--- config.mk ---
export PLATFORM = sky130hd
export DESIGN_NAME = clock
export DESIGN_NICKNAME = d
export VERILOG_FILES = /design/src/rtl/clock.sv
export SDC_FILE = /design/constraint.sdc
export NUM_CORES = 1
export LEC_CHECK = 0
export BUFFER_PORTS_ARGS = -buffer_cell sky130_fd_sc_hd__buf_2
export CAP_MARGIN = 5
export CORE_MARGIN = 8
export CORE_UTILIZATION = 45
export DETAILED_ROUTE_END_ITERATION = 8
export PLACE_DENSITY = 0.76
export SLEW_MARGIN = 20
export SYNTH_ARGS = -nofsm -noshare
export SYNTH_HDL_FRONTEND = slang
export SYNTH_SLANG_ARGS = --single-unit
--- constraint.sdc ---
create_clock -name clk -period 3.25 [get_ports clk]
set_clock_uncertainty 0.05 [all_clocks]
set_input_delay 0.325 -clock clk [delete_from_list [all_inputs] [get_ports clk]]
set_output_delay 0.325 -clock clk [all_outputs]
set_load 0.005 [all_outputs]
--- src/rtl/clock.sv ---
// -----------------------------------------------------------------------------
// clock -- cascaded seconds / minutes / hours counter.
//
// Purpose:
//   Three identical terminal-count counters are chained. The seconds counter
//   advances on every clk cycle with en high. The minutes counter advances on
//   the seconds rollover strobe. The hours counter advances on the minutes
//   rollover strobe. Each counter loads 0 when it is ticked while at or above
//   its limit, and increments otherwise. The limits may change at any time.
//   A counter that is already above a lowered limit therefore wraps to 0 on
//   its next tick.
//
// Ports:
//   clk            in   1      sole clock, rising edge
//   reset          in   1      synchronous active-high reset
//   en             in   1      count enable (one seconds tick per cycle)
//   count_max      in   WIDTH  terminal value for seconds and minutes
//   count_max_hrs  in   WIDTH  terminal value for hours
//   clr_sec        out  1      seconds rollover strobe (combinational)
//   count_sec      out  WIDTH  seconds value (registered)
//   clr_min        out  1      minutes rollover strobe (combinational)
//   count_min      out  WIDTH  minutes value (registered)
//   clr_hrs        out  1      hours rollover strobe (combinational)
//   count_hrs      out  WIDTH  hours value (registered)
// -----------------------------------------------------------------------------

// -----------------------------------------------------------------------------
// clock_counter -- one stage of the cascade.
//
// Ports:
//   clk      in   1      rising-edge clock
//   reset    in   1      synchronous active-high reset
//   i_tick   in   1      advance request for this stage
//   i_limit  in   WIDTH  terminal value, compared with >=
//   o_clr    out  1      rollover strobe; it also serves as the next stage's tick
//   o_count  out  WIDTH  registered count
// -----------------------------------------------------------------------------
module clock_counter #(
  parameter int WIDTH = 32
) (
  input  logic             clk,
  input  logic             reset,
  input  logic             i_tick,
  input  logic [WIDTH-1:0] i_limit,
  output logic             o_clr,
  output logic [WIDTH-1:0] o_count
);

  logic [WIDTH-1:0] r_count;
  logic [WIDTH-1:0] w_next;
  logic             w_clr;

  // Rollover strobe: ticked while at/above the limit. It is gated by reset so
  // that no downstream stage sees a tick during reset.
  always_comb begin
    w_clr = i_tick & (r_count >= i_limit) & ~reset;
  end

  // Next-count selection: clear on rollover, step on tick, otherwise hold.
  always_comb begin
    w_next = r_count;
    if (w_clr) begin
      w_next = {WIDTH{1'b0}};
    end else if (i_tick) begin
      w_next = r_count + {{(WIDTH-1){1'b0}}, 1'b1};
    end else begin
      w_next = r_count;
    end
  end

  // Count register with synchronous reset taking priority over any tick.
  always_ff @(posedge clk) begin
    if (reset) begin
      r_count <= {WIDTH{1'b0}};
    end else begin
      r_count <= w_next;
    end
  end

  assign o_clr   = w_clr;
  assign o_count = r_count;

endmodule

module clock #(
  parameter int WIDTH = 32
) (
  input  logic             clk,
  input  logic             reset,
  input  logic             en,
  input  logic [WIDTH-1:0] count_max,
  input  logic [WIDTH-1:0] count_max_hrs,
  output logic             clr_sec,
  output logic [WIDTH-1:0] count_sec,
  output logic             clr_min,
  output logic [WIDTH-1:0] count_min,
  output logic             clr_hrs,
  output logic [WIDTH-1:0] count_hrs
);

  logic w_clr_sec;
  logic w_clr_min;
  logic w_clr_hrs;

  // Seconds: ticked directly by en.
  clock_counter #(.WIDTH(WIDTH)) u_sec (
    .clk     (clk),
    .reset   (reset),
    .i_tick  (en),
    .i_limit (count_max),
    .o_clr   (w_clr_sec),
    .o_count (count_sec)
  );

  // Minutes: ticked by the seconds rollover, so en low also freezes this stage.
  clock_counter #(.WIDTH(WIDTH)) u_min (
    .clk     (clk),
    .reset   (reset),
    .i_tick  (w_clr_sec),
    .i_limit (count_max),
    .o_clr   (w_clr_min),
    .o_count (count_min)
  );

  // Hours: ticked by the minutes rollover and uses its own limit.
  clock_counter #(.WIDTH(WIDTH)) u_hrs (
    .clk     (clk),
    .reset   (reset),
    .i_tick  (w_clr_min),
    .i_limit (count_max_hrs),
    .o_clr   (w_clr_hrs),
    .o_count (count_hrs)
  );

  assign clr_sec = w_clr_sec;
  assign clr_min = w_clr_min;
  assign clr_hrs = w_clr_hrs;

endmodule

==> flow_metrics.tcl <==
set metrics [dict create \
    drt_first_iter_violations 375 \
    timing.critical_path.fanout_max 34 \
    num_antenna_cells 0 \
    min_delay_path_depth 4 \
    setup-violations-final 0 \
    fmaxAchievable_mhz 317.2 \
    fin_nets 1171 \
    dieHeight_um 137.8 \
    post-place-cells 1178 \
    routed_via_density 5.354 \
    worstRegToRegCells 9 \
    peakVddDrop_mv 0.2850 \
    cts_hold_buf 0 \
    synth.area.top_cells "sky130_fd_sc_hd__dfxtp_1 (29%), sky130_fd_sc_hd__ha_1 (19%), sky130_fd_sc_hd__xnor2_1 (6.2%)" \
    multi_input_area_sq_mm 0.004375 \
    synth-async-reset-ratio_pct 0 \
    finalWorstSetupSlack_ns 0.09697 \
    dieArea_sq_mm 0.01898 \
    worst_setup_hold_path_clk_slew_ns 0.06 \
    post-synth-top-area-fraction_pct 28.80 \
    post_synth_instance_area_sq_mm 0.006673 \
    synth-edff-count 0 \
    worst_path_largest_cell_delay_ns 0.45 \
    antenna_found_initial 0 \
    routed_wl_um 18700 \
    worst_hold_path_type "in -> reg" \
    gr-total-overflow 0 \
    avgRoutedWirePerCell_um 15.66 \
    synth_ff_type "sky130_fd_sc_hd__dfxtp_1" \
    timing.slew.headroom_pct 52.71 \
    leakage_nw 4.005 \
    detail-route-antenna-nets 0 \
    seq_area_frac_synth_pct 28.80 \
    clkSinkCount 96 \
    worst-slew-pin-transition_ns 0.7072 \
    grt_pass1_vias 5914 \
    port_buffers 165 \
    grt_max_degree 35 \
    insertion_delay_ns 0.35 \
    path_depth 9 \
    synth_cell_types 56 \
    gp_congestion 0.8990 \
    synth_largest_area_cell "sky130_fd_sc_hd__dfxtp_1" \
    floorplan.rows 44 \
    critPathLaunchType "flop" \
    path_delay_family "compound AO/OA/AOI/OAI gates" \
    grt_pass1_wl_um 29470 \
    layoutNonFillerInstCount 1194 \
    crit_required_ns 2.87 \
    yosys-top-cells-count "sky130_fd_sc_hd__ha_1 (99), sky130_fd_sc_hd__dfxtp_1 (96), sky130_fd_sc_hd__nor2_1 (93), sky130_fd_sc_hd__inv_1 (78), sky130_fd_sc_hd__nand2_1 (58)" \
    endpoint_kind "primary output" \
    dp_hpwl_um 14720 \
    cts_inserted_buffers 9 \
    postLayoutCellArea_sq_mm 0.008198 \
    synth_cells 828 \
    hold-worst-slack_ns 0.4527 \
    final-seq-area_sq_mm 0.001923 \
    cts.root.buffer_cell "sky130_fd_sc_hd__clkbuf_16" \
    top_level_ports 166 \
    synth-seq-cells 96 \
    syn-num-nets 994 \
    gr-usage-all-layers_pct 19.27 \
    worst_ep_arrival_time_ns 2.78 \
    cts-htree-levels 3 \
    clk_path_buf_depth 2 \
    worst-path-buf-inv 2 \
    core_region_area_sq_mm 0.01453 \
    timing.final.hold_violations 0 \
    firstDrtPassIters 6 \
    drt_drc_violations_left 0 \
    cts_tree "built" \
    timing_max_transition_violations_final 0 \
    detailroute.via_count 6393 \
    synth_most_common_cell "sky130_fd_sc_hd__ha_1" \
    placedInstanceArea_sq_mm 0.007826 \
    syn_to_final_growth_pct 22.86 \
    run_status "completed" \
    critical-path-slowest-cell "sky130_fd_sc_hd__o41a_1" \
    crit_chain "ha_1 > a211o_1 > a31oi_1 > o311a_1 > o41a_1 > o211a_1 > buf_6 > nor2_2 > buf_2" \
    post_route_cells_drive_above_1_share_pct 21.78 \
    initial_utilization_pct 45.91 \
    post-route-util_pct 56.41 \
    syn_area_per_cell_sq_um 8.059 \
    finalWorstPathRequiredPeriod_ns 3.153 \
    drv_cap 0 \
    yosys_warnings 0 \
    post-route-period-util_pct 97.02 \
    critPathKind "reg -> out" \
    power.density_cell_area_mw_per_mm2 312.6 \
    die_x_um 137.8 \
    nFillCells 1386 \
    preCtsSetupSlack_ns 0.2177 \
    rsz_0062_raised_after_global_routing "true" \
    post_cts_setup_repair_bufs 0 \
]
cell families (layout without fill, tap and decap cells):
logic type | count (synthesis) | in the layout | synth area share [%]
xor gates and xnor gates | 70 | 70 | 9.188
DFF | 96 | 96 | 28.80
and+or+nand+nor | 330 | 330 | 25.15
AOI/OAI and AO/OA | 127 | 127 | 11.85
buffers and inverters | 104 | 286 | 6.150
muxes | 2 | 2 | 0.3000
adders and majority gates | 99 | 99 | 18.56
state kept, by name, indices dropped and copies added (netlist names):
signal and flops:
u_hrs.o_count 32, u_min.o_count 32, u_sec.o_count 32
per-stage QoR:
step | power [mW] | setup TNS, ns
after floorplan | 1.318 | 0
after global placement | 1.395 | 0
after detailed placement | 1.400 | 0
after CTS | 2.581 | 0
after global routing | 2.654 | -0.05799
final | 2.562 | 0
where the power goes:
part           total, mW  internal (mW)  switching, mW  leakage (nW)
combinational      0.195         0.0870          0.107          3.07
clock               1.19          0.716          0.472         0.165
sequential          1.18           1.18        0.00162         0.774
placed cells by master, fill, tap and decap left out, types with 2 or more instances in the layout:
cell type                   instances
sky130_fd_sc_hd__buf_2            165
sky130_fd_sc_hd__ha_1              99
sky130_fd_sc_hd__dfxtp_1           95
sky130_fd_sc_hd__nor2_1            92
sky130_fd_sc_hd__inv_1             78
sky130_fd_sc_hd__nand2_1           57
sky130_fd_sc_hd__a21oi_1           50
sky130_fd_sc_hd__xnor2_1           47
sky130_fd_sc_hd__nand3_1           34
sky130_fd_sc_hd__nand4_1           30
sky130_fd_sc_hd__o21ai_0           27
sky130_fd_sc_hd__nor3_1            25
sky130_fd_sc_hd__buf_4             25
sky130_fd_sc_hd__xor2_1            23
sky130_fd_sc_hd__or3_1             18
sky130_fd_sc_hd__nor4_1            16
sky130_fd_sc_hd__and3_1            14
sky130_fd_sc_hd__a21o_1            11
sky130_fd_sc_hd__and4_1            10
sky130_fd_sc_hd__clkbuf_16          9
sky130_fd_sc_hd__nand2b_1           8
sky130_fd_sc_hd__nor3b_1            6
sky130_fd_sc_hd__o211ai_1           5
sky130_fd_sc_hd__a21boi_0           4
sky130_fd_sc_hd__nor4b_1            4
sky130_fd_sc_hd__a211o_1            3
sky130_fd_sc_hd__a31oi_1            3
sky130_fd_sc_hd__o31ai_1            3
sky130_fd_sc_hd__a211oi_1           3
sky130_fd_sc_hd__o21a_1             3
sky130_fd_sc_hd__nand4b_1           3
sky130_fd_sc_hd__and2_1             2
sky130_fd_sc_hd__o21ba_1            2
sky130_fd_sc_hd__mux2i_1            2
sky130_fd_sc_hd__or2_2              2
sky130_fd_sc_hd__clkinv_2           2
sky130_fd_sc_hd__bufinv_16          2
sky130_fd_sc_hd__clkbuf_8           2
tightest hold or removal path, cell delays in order:
cell,delay (ns)
sky130_fd_sc_hd__buf_2,0.11
sky130_fd_sc_hd__buf_4,0.21
sky130_fd_sc_hd__mux2i_1,0.09
sky130_fd_sc_hd__nor2_1,0.07
layout make-up:
class / count / area share (%)
Inverter: 78 / 3.571
Timing Repair Buffer: 192 / 12.74
Clock buffer: 11 / 3.083
Multi-Input combinational cell: 628 / 53.37
Clock inverter: 5 / 0.9615
Tap cell: 184 / 2.808
Sequential cell: 96 / 23.46
worst paths after layout:
path | start | slack (ns) | end
max | u_sec.o_count[2]$_SDFFE_PP0P_ | 0.1 | clr_sec
max reg2reg | u_sec.o_count[2]$_SDFFE_PP0P_ | 0.28 | u_hrs.o_count[20]$_SDFFE_PP0P_
min | en | 0.45 | u_sec.o_count[1]$_SDFFE_PP0P_
min reg2reg | u_hrs.o_count[23]$_SDFFE_PP0P_ | 0.49 | u_hrs.o_count[23]$_SDFFE_PP0P_
per-layer routing:
layer  wire length, um  global-route usage [%]  vias to the layer above
met2              8943                   32.51                      165
met5                 0                       0                        -
met1              8349                   24.34                     2939
met3              1190                   4.632                       16
met4               218                   4.239                        0
li1                  -                       -                     3273
what timing repair did:
action | CTS | global route
gates resized for setup | 2 | 7
pin swaps | 0 | 1
endpoints found under the setup margin | 2 | 10
No activity file was read; power rests on OpenSTA's default activity.
